--- src/rtl/vending_pkg.sv ---
// ---------------------------------------------------------------------------
// vending_pkg
// Shared definitions for the parametrised vending controller:
//   - state_t      : controller FSM states (IDLE / CHANGE / ADMIN)
//   - idx_w()      : index width for an N-entry selector (at least 1 bit)
//   - lsb_index()  : position of the lowest set bit. The item_sel and coin_in
//                    paths both use it, so a multi-bit press resolves to the
//                    lowest index. Vectors of up to 32 bits are supported.
// ---------------------------------------------------------------------------
`timescale 1ns/1ps

package vending_pkg;

  typedef enum logic [1:0] {
    ST_IDLE   = 2'd0,
    ST_CHANGE = 2'd1,
    ST_ADMIN  = 2'd2
  } state_t;

  function automatic int idx_w(input int n);
    return (n > 1) ? $clog2(n) : 1;
  endfunction

  function automatic int lsb_index(input logic [31:0] v);
    int idx;
    idx = 0;
    // Scan downwards so that the last hit is the lowest set bit.
    for (int i = 31; i >= 0; i--) begin
      if (v[i]) idx = i;
    end
    return idx;
  endfunction

endpackage

--- src/rtl/vending_ctrl_param_if.sv ---
// ---------------------------------------------------------------------------
// vending_ctrl_param_if
// Groups the controller's button, hopper and status signals.
//   master : the environment. It drives coin_in, item_sel, cancel, admin_mode
//            and change_ready.
//   slave  : the controller. It drives credit, the vend, change and error
//            outputs, sold_out and busy.
// ---------------------------------------------------------------------------
`timescale 1ns/1ps

interface vending_ctrl_param_if
  import vending_pkg::*;
#(
  parameter int NUM_ITEMS = 8,
  parameter int NUM_COINS = 3,
  parameter int CREDIT_W  = 8
);
  localparam int ITEM_IDX_W = idx_w(NUM_ITEMS);
  localparam int COIN_IDX_W = idx_w(NUM_COINS);

  logic [NUM_COINS-1:0]  coin_in;
  logic [NUM_ITEMS-1:0]  item_sel;
  logic                  cancel;
  logic                  admin_mode;
  logic                  change_ready;
  logic [CREDIT_W-1:0]   credit;
  logic                  vend_valid;
  logic [ITEM_IDX_W-1:0] vend_item;
  logic                  change_valid;
  logic [COIN_IDX_W-1:0] change_coin;
  logic                  coin_reject;
  logic                  err_sold_out;
  logic                  err_funds;
  logic [NUM_ITEMS-1:0]  sold_out;
  logic                  busy;

  modport master (
    output coin_in, item_sel, cancel, admin_mode, change_ready,
    input  credit, vend_valid, vend_item, change_valid, change_coin,
           coin_reject, err_sold_out, err_funds, sold_out, busy
  );

  modport slave (
    input  coin_in, item_sel, cancel, admin_mode, change_ready,
    output credit, vend_valid, vend_item, change_valid, change_coin,
           coin_reject, err_sold_out, err_funds, sold_out, busy
  );
endinterface

--- src/rtl/change_picker.sv ---
// ---------------------------------------------------------------------------
// change_picker
// This block is combinational. It finds the largest coin denomination that
// does not exceed credit_i. Denomination values must strictly increase with
// their index, so the highest index that fits is the greedy choice.
//   credit_i   : credit to be returned
//   found_o    : at least one denomination fits
//   coin_idx_o : index of the largest fitting denomination (0 when none fits)
// ---------------------------------------------------------------------------
`timescale 1ns/1ps

module change_picker
  import vending_pkg::*;
#(
  parameter int                            NUM_COINS   = 3,
  parameter int                            CREDIT_W    = 8,
  parameter logic [NUM_COINS*CREDIT_W-1:0] COIN_VALUES = {8'd10, 8'd5, 8'd1}
)(
  input  logic [CREDIT_W-1:0]           credit_i,
  output logic                          found_o,
  output logic [idx_w(NUM_COINS)-1:0]   coin_idx_o
);
  localparam int COIN_IDX_W = idx_w(NUM_COINS);

  always_comb begin
    // NOTE: outputs get a default before the loop so no path leaves them unassigned (no latch).
    found_o    = 1'b0;
    coin_idx_o = '0;
    for (int i = 0; i < NUM_COINS; i++) begin
      if (COIN_VALUES[i*CREDIT_W +: CREDIT_W] <= credit_i) begin
        found_o    = 1'b1;
        coin_idx_o = COIN_IDX_W'(i);
      end
    end
  end
endmodule

--- src/rtl/vending_ctrl_param.sv ---
// ---------------------------------------------------------------------------
// vending_ctrl_param
// This is the parametrised vending-machine control core. It provides:
//   - saturating credit
//   - per-item stock counters
//   - sold-out and insufficient-funds error pulses
//   - greedy change return, one coin at a time, with a hopper handshake
//   - an admin mode for restocking items and clearing the cash box
// All outputs come from flops or from direct decodes of flops.
//   clk : system clock
//   rst : asynchronous, active-low reset
//   bus : vending_ctrl_param_if.slave. It carries the button inputs, the
//         hopper handshake, credit, the vend/change/error pulses, sold_out
//         and busy.
// ---------------------------------------------------------------------------
`timescale 1ns/1ps

module vending_ctrl_param
  import vending_pkg::*;
#(
  parameter int                            NUM_ITEMS   = 8,
  parameter int                            NUM_COINS   = 3,
  parameter int                            CREDIT_W    = 8,
  parameter int                            STOCK_W     = 4,
  parameter logic [NUM_COINS*CREDIT_W-1:0] COIN_VALUES = {8'd10, 8'd5, 8'd1},
  parameter logic [NUM_ITEMS*CREDIT_W-1:0] ITEM_PRICES =
    {8'd25, 8'd20, 8'd15, 8'd10, 8'd7, 8'd12, 8'd5, 8'd2}
)(
  input  logic                   clk,
  input  logic                   rst,
  vending_ctrl_param_if.slave    bus
);
  localparam int ITEM_IDX_W = idx_w(NUM_ITEMS);
  localparam int COIN_IDX_W = idx_w(NUM_COINS);
  localparam logic [STOCK_W-1:0] MAX_STOCK = '1;

  function automatic logic [CREDIT_W-1:0] coin_value(input logic [COIN_IDX_W-1:0] idx);
    return COIN_VALUES[int'(idx)*CREDIT_W +: CREDIT_W];
  endfunction

  state_t                state_q, state_d;
  logic [CREDIT_W-1:0]   credit_q, credit_d;
  logic [STOCK_W-1:0]    stock_q [NUM_ITEMS];
  logic [STOCK_W-1:0]    stock_d [NUM_ITEMS];
  logic                  vend_valid_q, vend_valid_d;
  logic [ITEM_IDX_W-1:0] vend_item_q, vend_item_d;
  logic                  change_valid_q, change_valid_d;
  logic [COIN_IDX_W-1:0] change_coin_q, change_coin_d;
  logic                  coin_reject_q, coin_reject_d;
  logic                  err_sold_out_q, err_sold_out_d;
  logic                  err_funds_q, err_funds_d;

  // Input decode. Multi-bit presses resolve to the lowest set index.
  logic                  item_hit, coin_hit, coin_multi, accept;
  logic [ITEM_IDX_W-1:0] item_idx;
  logic [COIN_IDX_W-1:0] coin_idx;
  logic [CREDIT_W-1:0]   price;
  logic [CREDIT_W:0]     coin_sum;
  logic [CREDIT_W-1:0]   pick_credit;
  logic                  pick_found;
  logic [COIN_IDX_W-1:0] pick_idx;

  assign item_hit   = |bus.item_sel;
  assign coin_hit   = |bus.coin_in;
  assign coin_multi = (bus.coin_in & (bus.coin_in - 1'b1)) != '0;
  assign item_idx   = ITEM_IDX_W'(lsb_index(32'(bus.item_sel)));
  assign coin_idx   = COIN_IDX_W'(lsb_index(32'(bus.coin_in)));
  assign price      = ITEM_PRICES[int'(item_idx)*CREDIT_W +: CREDIT_W];
  // One extra bit of headroom, so the carry out flags an overflow past MAX_CREDIT.
  assign coin_sum   = {1'b0, credit_q} + {1'b0, coin_value(coin_idx)};
  assign accept     = (state_q == ST_CHANGE) && change_valid_q && bus.change_ready;

  // The picker looks at the credit this cycle will leave behind. The coin
  // registered alongside that credit is therefore already the next greedy
  // choice: on a cancel it sees the current credit, and on a hopper accept
  // it sees the credit after the subtraction.
  assign pick_credit = accept ? credit_q - coin_value(change_coin_q) : credit_q;

  change_picker #(
    .NUM_COINS  (NUM_COINS),
    .CREDIT_W   (CREDIT_W),
    .COIN_VALUES(COIN_VALUES)
  ) u_change_picker (
    .credit_i  (pick_credit),
    .found_o   (pick_found),
    .coin_idx_o(pick_idx)
  );

  always_comb begin
    state_d        = state_q;
    credit_d       = credit_q;
    stock_d        = stock_q;
    vend_valid_d   = 1'b0;
    vend_item_d    = vend_item_q;
    change_valid_d = change_valid_q;
    change_coin_d  = change_coin_q;
    coin_reject_d  = 1'b0;
    err_sold_out_d = 1'b0;
    err_funds_d    = 1'b0;

    case (state_q)
      ST_IDLE: begin
        if (bus.admin_mode) begin
          state_d = ST_ADMIN;
        end else if (bus.cancel) begin
          // A credit below the smallest coin cannot be returned, so the cancel is dropped.
          if (pick_found) begin
            state_d        = ST_CHANGE;
            change_valid_d = 1'b1;
            change_coin_d  = pick_idx;
          end
        end else if (item_hit) begin
          if (stock_q[item_idx] == '0) begin
            err_sold_out_d = 1'b1;
          end else if (credit_q < price) begin
            err_funds_d = 1'b1;
          end else begin
            vend_valid_d      = 1'b1;
            vend_item_d       = item_idx;
            credit_d          = credit_q - price;
            stock_d[item_idx] = stock_q[item_idx] - 1'b1;
          end
        end
        // A coin that shares its cycle with a higher-priority event is returned.
        if (coin_hit) begin
          if (bus.admin_mode || bus.cancel || item_hit || coin_multi || coin_sum[CREDIT_W])
            coin_reject_d = 1'b1;
          else
            credit_d = coin_sum[CREDIT_W-1:0];
        end
      end

      ST_CHANGE: begin
        coin_reject_d = coin_hit;
        if (accept) begin
          credit_d = pick_credit;
          if (pick_found) begin
            change_coin_d = pick_idx;
          end else begin
            change_valid_d = 1'b0;
            state_d        = ST_IDLE;
          end
        end
      end

      ST_ADMIN: begin
        coin_reject_d = coin_hit;
        if (item_hit)        stock_d[item_idx] = MAX_STOCK;
        if (bus.cancel)      credit_d = '0;
        if (!bus.admin_mode) state_d = ST_IDLE;
      end

      default: state_d = ST_IDLE;
    endcase
  end

  always_ff @(posedge clk or negedge rst) begin
    if (!rst) begin
      state_q        <= ST_IDLE;
      credit_q       <= '0;
      // NOTE: the stock array is reset to full in a loop. It is a small bank of flops, not a RAM.
      for (int i = 0; i < NUM_ITEMS; i++) stock_q[i] <= MAX_STOCK;
      vend_valid_q   <= 1'b0;
      vend_item_q    <= '0;
      change_valid_q <= 1'b0;
      change_coin_q  <= '0;
      coin_reject_q  <= 1'b0;
      err_sold_out_q <= 1'b0;
      err_funds_q    <= 1'b0;
    end else begin
      // NOTE: state is updated with non-blocking assignments so every flop samples pre-edge values.
      state_q        <= state_d;
      credit_q       <= credit_d;
      stock_q        <= stock_d;
      vend_valid_q   <= vend_valid_d;
      vend_item_q    <= vend_item_d;
      change_valid_q <= change_valid_d;
      change_coin_q  <= change_coin_d;
      coin_reject_q  <= coin_reject_d;
      err_sold_out_q <= err_sold_out_d;
      err_funds_q    <= err_funds_d;
    end
  end

  always_comb begin
    for (int i = 0; i < NUM_ITEMS; i++) bus.sold_out[i] = (stock_q[i] == '0);
  end

  assign bus.credit       = credit_q;
  assign bus.vend_valid   = vend_valid_q;
  assign bus.vend_item    = vend_item_q;
  assign bus.change_valid = change_valid_q;
  assign bus.change_coin  = change_coin_q;
  assign bus.coin_reject  = coin_reject_q;
  assign bus.err_sold_out = err_sold_out_q;
  assign bus.err_funds    = err_funds_q;
  assign bus.busy         = (state_q != ST_IDLE);
endmodule

--- src/flat_wrapper.sv ---
// flat-port wrapper written by rule: the top's interface ports become plain ports
module vending_ctrl_param_flat import vending_pkg::*;
#(
  parameter int                            NUM_ITEMS   = 8,
  parameter int                            NUM_COINS   = 3,
  parameter int                            CREDIT_W    = 8,
  parameter int                            STOCK_W     = 4,
  parameter logic [NUM_COINS*CREDIT_W-1:0] COIN_VALUES = {8'd10, 8'd5, 8'd1},
  parameter logic [NUM_ITEMS*CREDIT_W-1:0] ITEM_PRICES =
    {8'd25, 8'd20, 8'd15, 8'd10, 8'd7, 8'd12, 8'd5, 8'd2}
)
  (clk, rst, bus_coin_in, bus_item_sel, bus_cancel, bus_admin_mode, bus_change_ready, bus_credit, bus_vend_valid, bus_vend_item, bus_change_valid, bus_change_coin, bus_coin_reject, bus_err_sold_out, bus_err_funds, bus_sold_out, bus_busy);
  vending_ctrl_param_if #(.NUM_ITEMS(NUM_ITEMS), .NUM_COINS(NUM_COINS), .CREDIT_W(CREDIT_W)) bus_i ();
  input  logic clk;
  input  logic rst;
  input wire logic [$bits(bus_i.coin_in)-1:0] bus_coin_in;
  input wire logic [$bits(bus_i.item_sel)-1:0] bus_item_sel;
  input wire logic [$bits(bus_i.cancel)-1:0] bus_cancel;
  input wire logic [$bits(bus_i.admin_mode)-1:0] bus_admin_mode;
  input wire logic [$bits(bus_i.change_ready)-1:0] bus_change_ready;
  output wire logic [$bits(bus_i.credit)-1:0] bus_credit;
  output wire logic [$bits(bus_i.vend_valid)-1:0] bus_vend_valid;
  output wire logic [$bits(bus_i.vend_item)-1:0] bus_vend_item;
  output wire logic [$bits(bus_i.change_valid)-1:0] bus_change_valid;
  output wire logic [$bits(bus_i.change_coin)-1:0] bus_change_coin;
  output wire logic [$bits(bus_i.coin_reject)-1:0] bus_coin_reject;
  output wire logic [$bits(bus_i.err_sold_out)-1:0] bus_err_sold_out;
  output wire logic [$bits(bus_i.err_funds)-1:0] bus_err_funds;
  output wire logic [$bits(bus_i.sold_out)-1:0] bus_sold_out;
  output wire logic [$bits(bus_i.busy)-1:0] bus_busy;
  assign bus_i.coin_in = bus_coin_in;
  assign bus_i.item_sel = bus_item_sel;
  assign bus_i.cancel = bus_cancel;
  assign bus_i.admin_mode = bus_admin_mode;
  assign bus_i.change_ready = bus_change_ready;
  assign bus_credit = bus_i.credit;
  assign bus_vend_valid = bus_i.vend_valid;
  assign bus_vend_item = bus_i.vend_item;
  assign bus_change_valid = bus_i.change_valid;
  assign bus_change_coin = bus_i.change_coin;
  assign bus_coin_reject = bus_i.coin_reject;
  assign bus_err_sold_out = bus_i.err_sold_out;
  assign bus_err_funds = bus_i.err_funds;
  assign bus_sold_out = bus_i.sold_out;
  assign bus_busy = bus_i.busy;
  vending_ctrl_param #(.NUM_ITEMS(NUM_ITEMS), .NUM_COINS(NUM_COINS), .CREDIT_W(CREDIT_W), .STOCK_W(STOCK_W), .COIN_VALUES(COIN_VALUES), .ITEM_PRICES(ITEM_PRICES)) u_core (.clk(clk), .rst(rst), .bus(bus_i));
endmodule
--- config.mk ---
export PLATFORM = sky130hd
export DESIGN_NAME = vending_ctrl_param_flat
export DESIGN_NICKNAME = d
export VERILOG_FILES = /design/src/rtl/vending_pkg.sv /design/src/rtl/vending_ctrl_param_if.sv /design/src/rtl/change_picker.sv /design/src/rtl/vending_ctrl_param.sv /design/src/flat_wrapper.sv
export SDC_FILE = /design/constraint.sdc
export NUM_CORES = 1
export LEC_CHECK = 0
export CAP_MARGIN = 20
export CORE_MARGIN = 4
export CORE_UTILIZATION = 30
export CTS_CLUSTER_DIAMETER = 60
export DETAILED_ROUTE_END_ITERATION = 8
export PLACE_DENSITY = 0.52
export SYNTH_ARGS = -nofsm -noshare
export SYNTH_HDL_FRONTEND = slang
export SYNTH_SLANG_ARGS = --single-unit
--- constraint.sdc ---
create_clock -name clk -period 5.35 [get_ports clk]
set_input_delay 1.07 -clock clk [delete_from_list [all_inputs] [get_ports clk]]
set_output_delay 1.07 -clock clk [all_outputs]
set_load 0.02 [all_outputs]
Word level (Yosys, flattened, before mapping)
Cells that the tools add are included.

word-level totals
  register bits after elaboration = 52
  input bits = 16
  output and inout bits = 27

operators by class
  add/subtract/negate cells = 5
  magnitude comparators = 6
  eq/ne operators = 16
  shifts and indexed selects = 3
  muxes and demuxes = 78
  bitwise operators = 7
  reduce and logical (&&, ||, !) cells = 31

operators with widths
  kind                                                                              number
  32-bit two-way mux                                                                6
  8-bit two-way mux                                                                 10
  32-bit one-hot mux with 2 select lines                                            1
  64-bit by 7-bit indexed part select with 8-bit output (first input constant)      1
  24-bit by 6-bit indexed part select with 8-bit output (first input constant)      2
  4-bit zero test                                                                   9
  32-bit bitwise mux                                                                1
  32-bit bitwise OR                                                                 1
  1-bit two-way mux                                                                 28
  2-bit two-way mux                                                                 14
  3-bit two-way mux                                                                 8
  8-bit one-hot mux with 3 select lines                                             1
  2-bit != test (second input constant)                                             8
  8-bit subtractor                                                                  2
  4-bit binary-select mux with 3-bit select                                         1
  4-bit demux with 3-bit select                                                     1
  4-bit two-way mux                                                                 3
  6-bit AND reduction                                                               2
  8-bit by 8-bit adder with 9-bit output                                            1
  1-bit by 8-bit less-or-equal comparator with 1-bit output (first input constant)  1
  3-bit by 8-bit less-or-equal comparator with 1-bit output (first input constant)  1
  4-bit by 8-bit less-or-equal comparator with 1-bit output (first input constant)  1
  8-bit less-than comparator                                                        1
  2-bit by 1-bit != test with 1-bit output (second input constant)                  4
  other kinds (26)                                                                  38

Logic depth before layout (Yosys ltp)
Gate-level depths: netlist (run 1).

  word-level depth = 20
  gate-level depth with buffers = 18

By module
From an unflattened synthesis (run 1), not the netlist that was laid out.

unflattened totals
  cells, all modules = 431
  area, all modules = 3972.6 sq um

modules (own cells, without submodules)
  module              times used  cells each  area an instance (sq um)  seq. area each (sq um)
  vending_ctrl_param  1           422         3916.3                    1341.3
  change_picker       1           9           56.3                      0.0

Least setup slack after synthesis (run 1)
OpenSTA, ideal clock, no wires.

  path type = input to register
  from = input bus_item_sel[5]
  to = register u_core.stock_q[20] in the netlist's numbering
  library setup time = 82 ps
  arrival time = 4353 ps
  data required time = 5268 ps
  path slack = 915 ps
  cell stages on the path = 17
  buffers on the path = 2
  cells stage by stage = buf_2 -> o21ai_2 -> nand2_4 -> inv_2 -> buf_6 -> ha_1 -> mux2_2 -> ha_1 -> a21o_1 -> a21oi_1 -> nor2b_1 -> or3_1 -> nand3_1 -> a31o_2 -> nand2_2 -> nand3_1 -> mux2_2

on the way
  cells in the longest elaborated chain, start to end = 18
  elaborated cells between the ends (all ways) = 34
  those cells by class = add/sub (1); order compare (3); eq/ne (4); shift (1); mux (19); bitwise (2); reduce/logical (4)

ends and longest elaborated chain
  item                                                                                                 RTL line                                                                         text
  start, declared                                                                                      flat_wrapper.sv:17                                                               input wire logic [$bits(bus_i.item_sel)-1:0] bus_item_sel;
  3-bit two-way mux * (6 in series)                                                                    vending_pkg.sv:29                                                                if (v[i]) idx = i;
  net u_core.item_idx[0]                                                                               vending_ctrl_param.sv:55                                                         logic [ITEM_IDX_W-1:0] item_idx;
  3-bit inverter with 4-bit output (not written as such)                                               vending_ctrl_param.sv:113, vending_ctrl_param.sv:121, vending_ctrl_param.sv:148
  4-bit binary-select mux with 3-bit select (tied with other cells)                                    vending_ctrl_param.sv:113, vending_ctrl_param.sv:121
  4-bit two-way mux (not written as such) / 1-bit logical AND (equally long branches)                  vending_ctrl_param.sv:113, vending_ctrl_param.sv:121, vending_ctrl_param.sv:148
  4-bit two-way mux (on tied branches)                                                                 vending_ctrl_param.sv:113, vending_ctrl_param.sv:121, vending_ctrl_param.sv:148
  4-bit by 1-bit subtractor with 4-bit output / 4-bit demux with 3-bit select (equally long branches)  vending_ctrl_param.sv:121, vending_ctrl_param.sv:148
  32-bit bitwise mux                                                                                   vending_ctrl_param.sv:121                                                        stock_d[item_idx] = stock_q[item_idx] - 1'b1;
  32-bit two-way mux                                                                                   vending_ctrl_param.sv:115                                                        end else if (credit_q < price) begin
  32-bit two-way mux                                                                                   vending_ctrl_param.sv:113                                                        if (stock_q[item_idx] == '0) begin
  32-bit two-way mux                                                                                   vending_ctrl_param.sv:112                                                        end else if (item_hit) begin
  32-bit two-way mux                                                                                   vending_ctrl_param.sv:105                                                        end else if (bus.cancel) begin
  32-bit two-way mux                                                                                   vending_ctrl_param.sv:103                                                        if (bus.admin_mode) begin
  32-bit one-hot mux with 2 select lines                                                               vending_ctrl_param.sv:101                                                        case (state_q)
  end signal, assigned                                                                                 vending_ctrl_param.sv:174                                                        stock_q <= stock_d;
  end, declared                                                                                        vending_ctrl_param.sv:43                                                         logic [STOCK_W-1:0] stock_q [NUM_ITEMS];

The timed path passes the listed nets; every way through them passes the cells marked *. The select of a mux whose other input is x is not followed.
A chain may end at the register's enable or synchronous reset.

Worst setup path in the final report (run 1)
  from = input bus_item_sel[6]
  to = register u_core.stock_q[20] in the netlist's numbering

on the way
  cells in the longest elaborated chain, start to end = 19
  elaborated cells between the ends (all ways) = 35
  those cells by class = add/sub (1); order compare (3); eq/ne (4); shift (1); mux (20); bitwise (2); reduce/logical (4)

ends and longest elaborated chain
  item                                                                                                 RTL line
  3-bit two-way mux (7 in series)                                                                      vending_pkg.sv:29
  3-bit inverter with 4-bit output (not written as such)                                               vending_ctrl_param.sv:113, vending_ctrl_param.sv:121, vending_ctrl_param.sv:148
  4-bit binary-select mux with 3-bit select (tied with other cells)                                    vending_ctrl_param.sv:113, vending_ctrl_param.sv:121
  4-bit two-way mux (not written as such) / 1-bit logical AND (equally long branches)                  vending_ctrl_param.sv:113, vending_ctrl_param.sv:121, vending_ctrl_param.sv:148
  4-bit two-way mux (on tied branches)                                                                 vending_ctrl_param.sv:113, vending_ctrl_param.sv:121, vending_ctrl_param.sv:148
  4-bit by 1-bit subtractor with 4-bit output / 4-bit demux with 3-bit select (equally long branches)  vending_ctrl_param.sv:121, vending_ctrl_param.sv:148
  32-bit bitwise mux                                                                                   vending_ctrl_param.sv:121
  32-bit two-way mux                                                                                   vending_ctrl_param.sv:115
  32-bit two-way mux                                                                                   vending_ctrl_param.sv:113
  32-bit two-way mux                                                                                   vending_ctrl_param.sv:112
  32-bit two-way mux                                                                                   vending_ctrl_param.sv:105
  32-bit two-way mux                                                                                   vending_ctrl_param.sv:103
  32-bit one-hot mux with 2 select lines                                                               vending_ctrl_param.sv:101

Parallel ways exist; a longest one is shown, timed or not. The select of a mux whose other input is x is not followed.

==> results of run 1 <==
-- metal layers --
layer	track usage (%)	wire [microns]	up-vias
met1	23.58	5532	1751
li1	-	-	1729
met5	0	0	-
met4	3.009	79	0
met3	2.535	660	4
met2	25.15	5437	109
-- flip-flops by register name (all words and copies together) (netlist names), 2 cells and up --
register	cells
u_core.state_q	2
u_core.bus.change_coin	2
u_core.bus.credit	8
u_core.stock_q	32
u_core.bus.vend_item	3
-- per-stage QoR --
step,instance area (sq um),total power [mW],hold slack (ns)
floorplan,3949,1.768,0.4597
detailed placement,4621,2.293,0.4722
global placement,4621,2.279,0.4741
global route,4787,2.876,0.5140
finish,4787,2.657,0.4838
CTS,4787,2.670,0.4887
-- worst min-delay path by stage --
stage / to / slack, ns / depth (start not counted)
2_1_floorplan: u_core.stock_q[19] / 0.46 / 2
3_3_place_gp: u_core.bus.vend_item[1] / 0.47 / 2
3_5_place_dp: u_core.bus.vend_item[1] / 0.47 / 2
4_1_cts: u_core.bus.vend_item[1] / 0.49 / 2
5_1_grt: u_core.bus.vend_item[2] / 0.51 / 2
6_report: u_core.bus.vend_item[2] / 0.48 / 2
-- final cells by class --
| class | instances | area [sq um] | area share (%) |
|---|---|---|---|
| clock buffer | 6 | 150.1 | 3.136 |
| clock inverter | 2 | 16.27 | 0.3398 |
| inverter | 21 | 78.83 | 1.647 |
| multi-input combinational | 350 | 2465 | 51.49 |
| sequential | 52 | 1341 | 28.02 |
| tap | 172 | 215.2 | 4.496 |
| timing repair buffer | 56 | 520.5 | 10.87 |
-- worst max-delay path: cells and delay by family --
kind	cells	cell delay, ns
buffers and inverters	2	0.56
and+or+nand+nor	7	1.52
adders and majority gates	2	0.77
muxes	1	0.35
AOI/OAI and AO/OA	5	0.99
-- where the power goes --
part | internal (mW) | switching (mW)
clock | 0.204 | 0.160
combinational | 0.636 | 0.890
sequential | 0.591 | 0.176
-- cell families after synthesis --
family | share of synthesized area [%]
xor gates and xnor gates | 2.440
AOI/OAI and AO/OA | 25.16
DFF | 33.97
muxes | 7.034
buffers and inverters | 3.612
and+or+nand+nor | 19.36
adders and majority gates | 8.428
-- cell usage in the layout, fill, tap and decap left out, drive strengths merged, types with 5 or more instances in the layout --
| master | netlist | layout |
|---|---|---|
| clkdlybuf4s50 | 0 | 41 |
| nand2 | 37 | 37 |
| a21oi | 36 | 36 |
| o21ai | 36 | 36 |
| dfstp | 32 | 32 |
| nor2 | 30 | 30 |
| nand3 | 22 | 22 |
| inv | 21 | 22 |
| ha | 21 | 21 |
| dfrtp | 20 | 20 |
| mux2 | 19 | 19 |
| buf | 4 | 15 |
| nor3 | 14 | 14 |
| a31oi | 13 | 13 |
| nor4 | 13 | 13 |
| a21o | 9 | 9 |
| nor2b | 8 | 8 |
| nand2b | 7 | 7 |
| o31ai | 7 | 7 |
| xnor2 | 7 | 7 |
| mux2i | 6 | 6 |
| clkbuf | 10 | 6 |
| a22oi | 5 | 5 |
| a22o | 5 | 5 |
==> results.yml, run 1 <==
status:
  status: "completed"
timing:
  rsz0062_at_grt: "false"
  fin_ws_ns: 0.3189
  worst_pin_slew_ns: 0.8415
  hold_violations: 0
  slew_headroom_pct: 43.56
  fin_crit_sh_pct: 94.04
  fin_crit_ns: 5.031
  slew_viol_final: 0
  setup_viol: 0
  fin_tns_setup_ns: 0
  fmax_mhz: 198.8
  fin_skew_ns: 0.007929
cells_and_area:
  fill_cells: 1314
  final_net_count: 526
  syn2layout_area_growth_pct: 21.23
  stdcell_count: 659
  diodes: 0
  final_util_pct: 37.48
  drive_gt1_share_pct: 20.12
drt:
  drtIter0Drc: 284
  num_vias: 3593
  drc: 0
  vias_per_cell: 5.452
  wire_per_inst_microns: 17.77
  drtPass1Iterations: 6
  wirelength_mm: 11.71
  detail-route-antenna-nets: 0
clock_tree:
  cts_root_buf: "clkbuf_16"
  cts_repair_resize_count: 0
  clock_latency_ns: 0.29
  clk_pin_slew_worst_paths_ns: 0.07
  postCtsSetupBuffers: 0
  clock-sinks: 52
  cts_buffers: 5
  ctsHoldBuffers: 0
  tritoncts: "done"
  htree_levels: 2
  cts_max_path_buffers: 2
placement:
  io_buffer_count: 42
  gp_congestion: 0.9393
  placed_cells: 651
  hpwl_mm: 8.937
  pre_cts_slack_ns: 0.002020
critical_path:
  required_ns: 5.57
  worstPathArrival_ns: 5.25
  startpoint: "bus_item_sel[6]"
  crit_fanout: 18
  crit_end: "u_core.stock_q[20]"
  r2r-start: "u_core.state_q[1]"
  cp_common_cell: "nand3_1"
  rr_endpoint: "u_core.state_q[1]"
  crit_type: "input pin to flip-flop"
  rrSetupSlack_ns: 1.50
  crit_path_end_kind: "flip-flop"
  crit_slowest_cell: "fa_1"
  critPathMaxStageDelay_ns: 0.47
  start_kind: "input pin"
  r2r_cells: 11
  crit_chain: "clkdlybuf4s50_1 > nor2_1 > nor3_1 > o31ai_1 > inv_1 > ha_1 > o21ai_0 > fa_1 > a21o_1 > a21oi_1 > nor2b_1 > or3_1 > nand3_1 > a31o_2 > nand2_2 > nand3_1 > mux2_2"
synthesis:
  netlist_instances: 437
  synth-seq-cells: 52
  synth.avg_cell_area_sq_um: 9.036
  synthTopCellsByArea: "dfstp_2, dfrtp_1, ha_1, mux2_2, a21oi_1"
  synth_common_cells: "a21oi_1, nand2_1, dfstp_2, o21ai_0, nor2_1"
  synth.most_common_cell: "a21oi_1"
  syn_nets: 477
  synth_flop_cell: "dfstp_2"
  syn_area_sq_um: 3949
  synthArstFlopShare_pct: 100.0
  synth_edf_count: 0
  yosysTopAreaCell: "dfstp_2"
  synth_cell_type_count: 71
  yosys_warnings: 0
  yosysSeqAreaShare_pct: 33.97
  yosysTopAreaCellShare_pct: 21.29
worst_hold_path:
  hold_start: "u_core.bus.vend_item[2]"
  min_path_type: "flip-flop to flip-flop"
floorplan:
  core_area_sq_um: 12770
  die_h_microns: 122.7
  rows: 41
  io_pins: 43
  start_util_pct: 30.91
  dieArea_sq_um: 15060
  die_x_microns: 122.7
power:
  cellPowerDensity_nw_per_um2: 555.0
  p_leak_nw: 1.897
  ir_drop_mv: 0.1858
grt:
  grt_max_degree: 30
  grt_pass1_wl_mm: 19.19
  grt_overflow: 0
  track_usage_pct: 16.07
  antenna_found_initial: 0
  grt_pass1_vias: 3560
run:
  maxCapViolations: 0
Note: power is estimated with default switching activity, not from simulation.
==> run 2, diff against run 1 <==
--- a/config.mk
+++ b/config.mk
@@ -5,12 +5,14 @@
 export SDC_FILE = /design/constraint.sdc
 export NUM_CORES = 1
 export LEC_CHECK = 0
+export ABC_AREA = 1
 export CAP_MARGIN = 20
 export CORE_MARGIN = 4
 export CORE_UTILIZATION = 30
 export CTS_CLUSTER_DIAMETER = 60
 export DETAILED_ROUTE_END_ITERATION = 8
-export PLACE_DENSITY = 0.52
+export PLACE_DENSITY = 0.51
+export SKIP_LAST_GASP = 1
 export SYNTH_ARGS = -nofsm -noshare
 export SYNTH_HDL_FRONTEND = slang
 export SYNTH_SLANG_ARGS = --single-unit
==> results.yml, run 2 <==
cells_and_area:
  final_cell_mix: "inv_1, nand2_1, nand3_1, o21ai_0"
  final_net_count: 676
  ff_latch_area_sq_um: 1341
  drive_gt1_share_pct: 14.91
  diodes: 0
  final_common_cell: "inv_1"
  fill_cells: 1479
  multiInputGateArea_sq_um: 2581
  syn2layout_area_growth_pct: 16.98
  stdcell_count: 817
  largest_reg_flops: 32
  regMostFlops: "u_core.stock_q"
drt:
  num_vias: 4134
  drtIter0Drc: 294
  drtPass1Iterations: 7
  vias_per_cell: 5.060
  wirelength_mm: 12.43
  drc: 0
  detail-route-antenna-nets: 0
  wire_per_inst_microns: 15.21
grt:
  antenna_found_initial: 0
  track_usage_pct: 15.25
  grt_max_degree: 53
  grt_overflow: 0
  grt_pass1_wl_mm: 20.14
  grt_pass1_vias: 3895
timing:
  holdWs_ns: 0.5101
  worst_pin_slew_ns: 0.6991
  slew_viol_final: 0
  fin_skew_ns: 0.01055
  hold_violations: 0
  setup_viol: 0
  slew_headroom_pct: 53.39
  fin_crit_sh_pct: 82.94
  fin_tns_setup_ns: 0
  fin_crit_ns: 4.437
  rsz0062_at_grt: "false"
  fmax_mhz: 225.4
synthesis:
  synth_cell_type_count: 41
  yosysSeqAreaShare_pct: 30.65
  yosys_warnings: 0
  synth_edf_count: 0
  yosysTopAreaCell: "dfstp_2"
  synth_flop_cell: "dfstp_2"
  yosysTopAreaCellShare_pct: 19.21
  synth_common_cells: "inv_1, nand2_1, nand3_1, o21ai_0, nor2_1"
  synth.avg_cell_area_sq_um: 7.331
  syn_area_sq_um: 4377
  synth.most_common_cell: "inv_1"
  synthTopCellsByArea: "dfstp_2, dfrtp_1, inv_1, nand2_1, nand3_1"
  netlist_instances: 597
  synthArstFlopShare_pct: 100.0
  syn_nets: 637
  synth-seq-cells: 52
status:
  status: "completed"
clock_tree:
  clock-sinks: 52
  cts_max_path_buffers: 2
  tritoncts: "done"
  postCtsSetupBuffers: 0
  cts_root_buf: "clkbuf_16"
  htree_levels: 2
  clock_latency_ns: 0.31
  cts_buffers: 5
  clk_pin_slew_worst_paths_ns: 0.07
  ctsHoldBuffers: 0
  cts_repair_resize_count: 0
placement:
  hpwl_mm: 9.342
  gp_congestion: 0.8589
  io_buffer_count: 42
  placed_cells: 809
critical_path:
  rrSetupSlack_ns: 2.37
  r2r_cells: 13
  start_kind: "input pin"
  r2r-start: "u_core.bus.credit[1]"
  crit_end: "u_core.bus.vend_item[1]"
  startpoint: "bus_item_sel[5]"
  worstPathArrival_ns: 4.62
  crit_type: "input pin to flip-flop"
  crit_path_end_kind: "flip-flop"
  rr_endpoint: "u_core.bus.credit[7]"
  crit_fanout: 17
  required_ns: 5.54
power:
  ir_drop_mv: 0.2041
  total_power_mw: 3.016
  p_switching_mw: 1.521
  p_seq_share_pct: 28.3
  p_leak_nw: 2.259
  power.internal_mw: 1.495
  comb_power_share_pct: 60.1
  p_sw_share_pct: 50.43
  cellPowerDensity_nw_per_um2: 589.0
  p_clk_share_pct: 11.7
floorplan:
  die_x_microns: 128.8
  die_h_microns: 128.8
  rows: 43
  io_pins: 43
  dieArea_sq_um: 16590
  start_util_pct: 31.05
  core_area_sq_um: 14100
run:
  maxCapViolations: 0
worst_hold_path:
  hold_start: "u_core.bus.vend_item[0]"
  min_path_type: "flip-flop to flip-flop"
[run 2: cell types whose count changed after synthesis, sizes merged, moves of 11 or more]
cell	change
inv	+79
nand2	+62
o21ai	+52
nand3	+40
nor2	+23
mux2	-19
nand4	+18
a31oi	-11
[run 2: layer usage]
metal / vias to the layer above / share of wire (%) / track usage, %
met5: - / 0 / 0
met4: 0 / 2.2 / 5.127
met3: 20 / 4.5 / 3.570
met2: 81 / 45 / 23.60
met1: 1956 / 48 / 20.96
li1: 2077 / - / -
[run 2: power groups by stage]
| stage | Sequential, mW | Clock [mW] | Combinational [mW] |
|---|---|---|---|
| after floorplan | 0.826 | 0 | 1.23 |
| after global routing | 0.882 | 0.379 | 2.02 |
| after detailed placement | 0.860 | 0 | 1.80 |
| after CTS | 0.855 | 0.365 | 1.82 |
| after global placement | 0.857 | 0 | 1.79 |
| final | 0.853 | 0.352 | 1.81 |
[run 2: final cells by class]
type	count	share of cell area, %
Inverter	102	7.527
Clock inverter	3	0.4643
Clock buffer	5	2.444
Sequential cell	52	26.20
Tap cell	180	4.399
Multi-Input combinational cell	430	50.42
Timing Repair Buffer	45	8.553
[run 2: how the worst min path moves through the flow]
stage	to	slack, ns	cells past startpoint
after floorplan	u_core.stock_q[19]	0.47	2
after global placement	u_core.bus.vend_item[1]	0.48	2
after detailed placement	u_core.bus.vend_item[1]	0.49	2
after CTS	u_core.bus.vend_item[1]	0.51	2
after global routing	u_core.bus.vend_item[2]	0.52	2
final	u_core.bus.vend_item[0]	0.51	2
[run 2: worst max-delay path: stages]
cell and delay [ns]:
clkdlybuf4s50_1 0.54, inv_2 0.04, nand2_1 0.05, nand2_1 0.05, nand2_1 0.07, nand2_2 0.08, nand2_4 0.11, nand2_4 0.15
ha_1 0.35, o21ai_0 0.17, fa_1 0.47, nand3_1 0.09, nand2_1 0.08, a21oi_1 0.19, nand2_1 0.09, nor2_1 0.14
clkinv_1 0.25, nand3_1 0.14, inv_1 0.06, o21ai_0 0.11, nor2_1 0.11, inv_1 0.14, o21ai_0 0.09
[run 2: kinds of logic (layout without fill, tap and decap cells)]
logic type	Yosys count	after routing	share of synthesized area (%)
compound gates	145	145	19.87
xor+xnor	13	13	2.602
buf+inv	115	155	10.38
fa+ha+maj	24	24	7.376
flops	52	52	30.65
simple gates	248	248	29.13
[run 2: metrics by stage]
| step | setup WS (ns) | area [sq um] | utilization, % |
|---|---|---|---|
| final | 0.9128 | 5120 | 36.32 |
| after global routing | 0.4044 | 5120 | 36.32 |
| after CTS | 0.9033 | 5120 | 36.32 |
| after detailed placement | 0.5883 | 4971 | 35.27 |
| after global placement | 0.7559 | 4971 | 35.27 |
| after floorplan | 1.487 | 4377 | - |
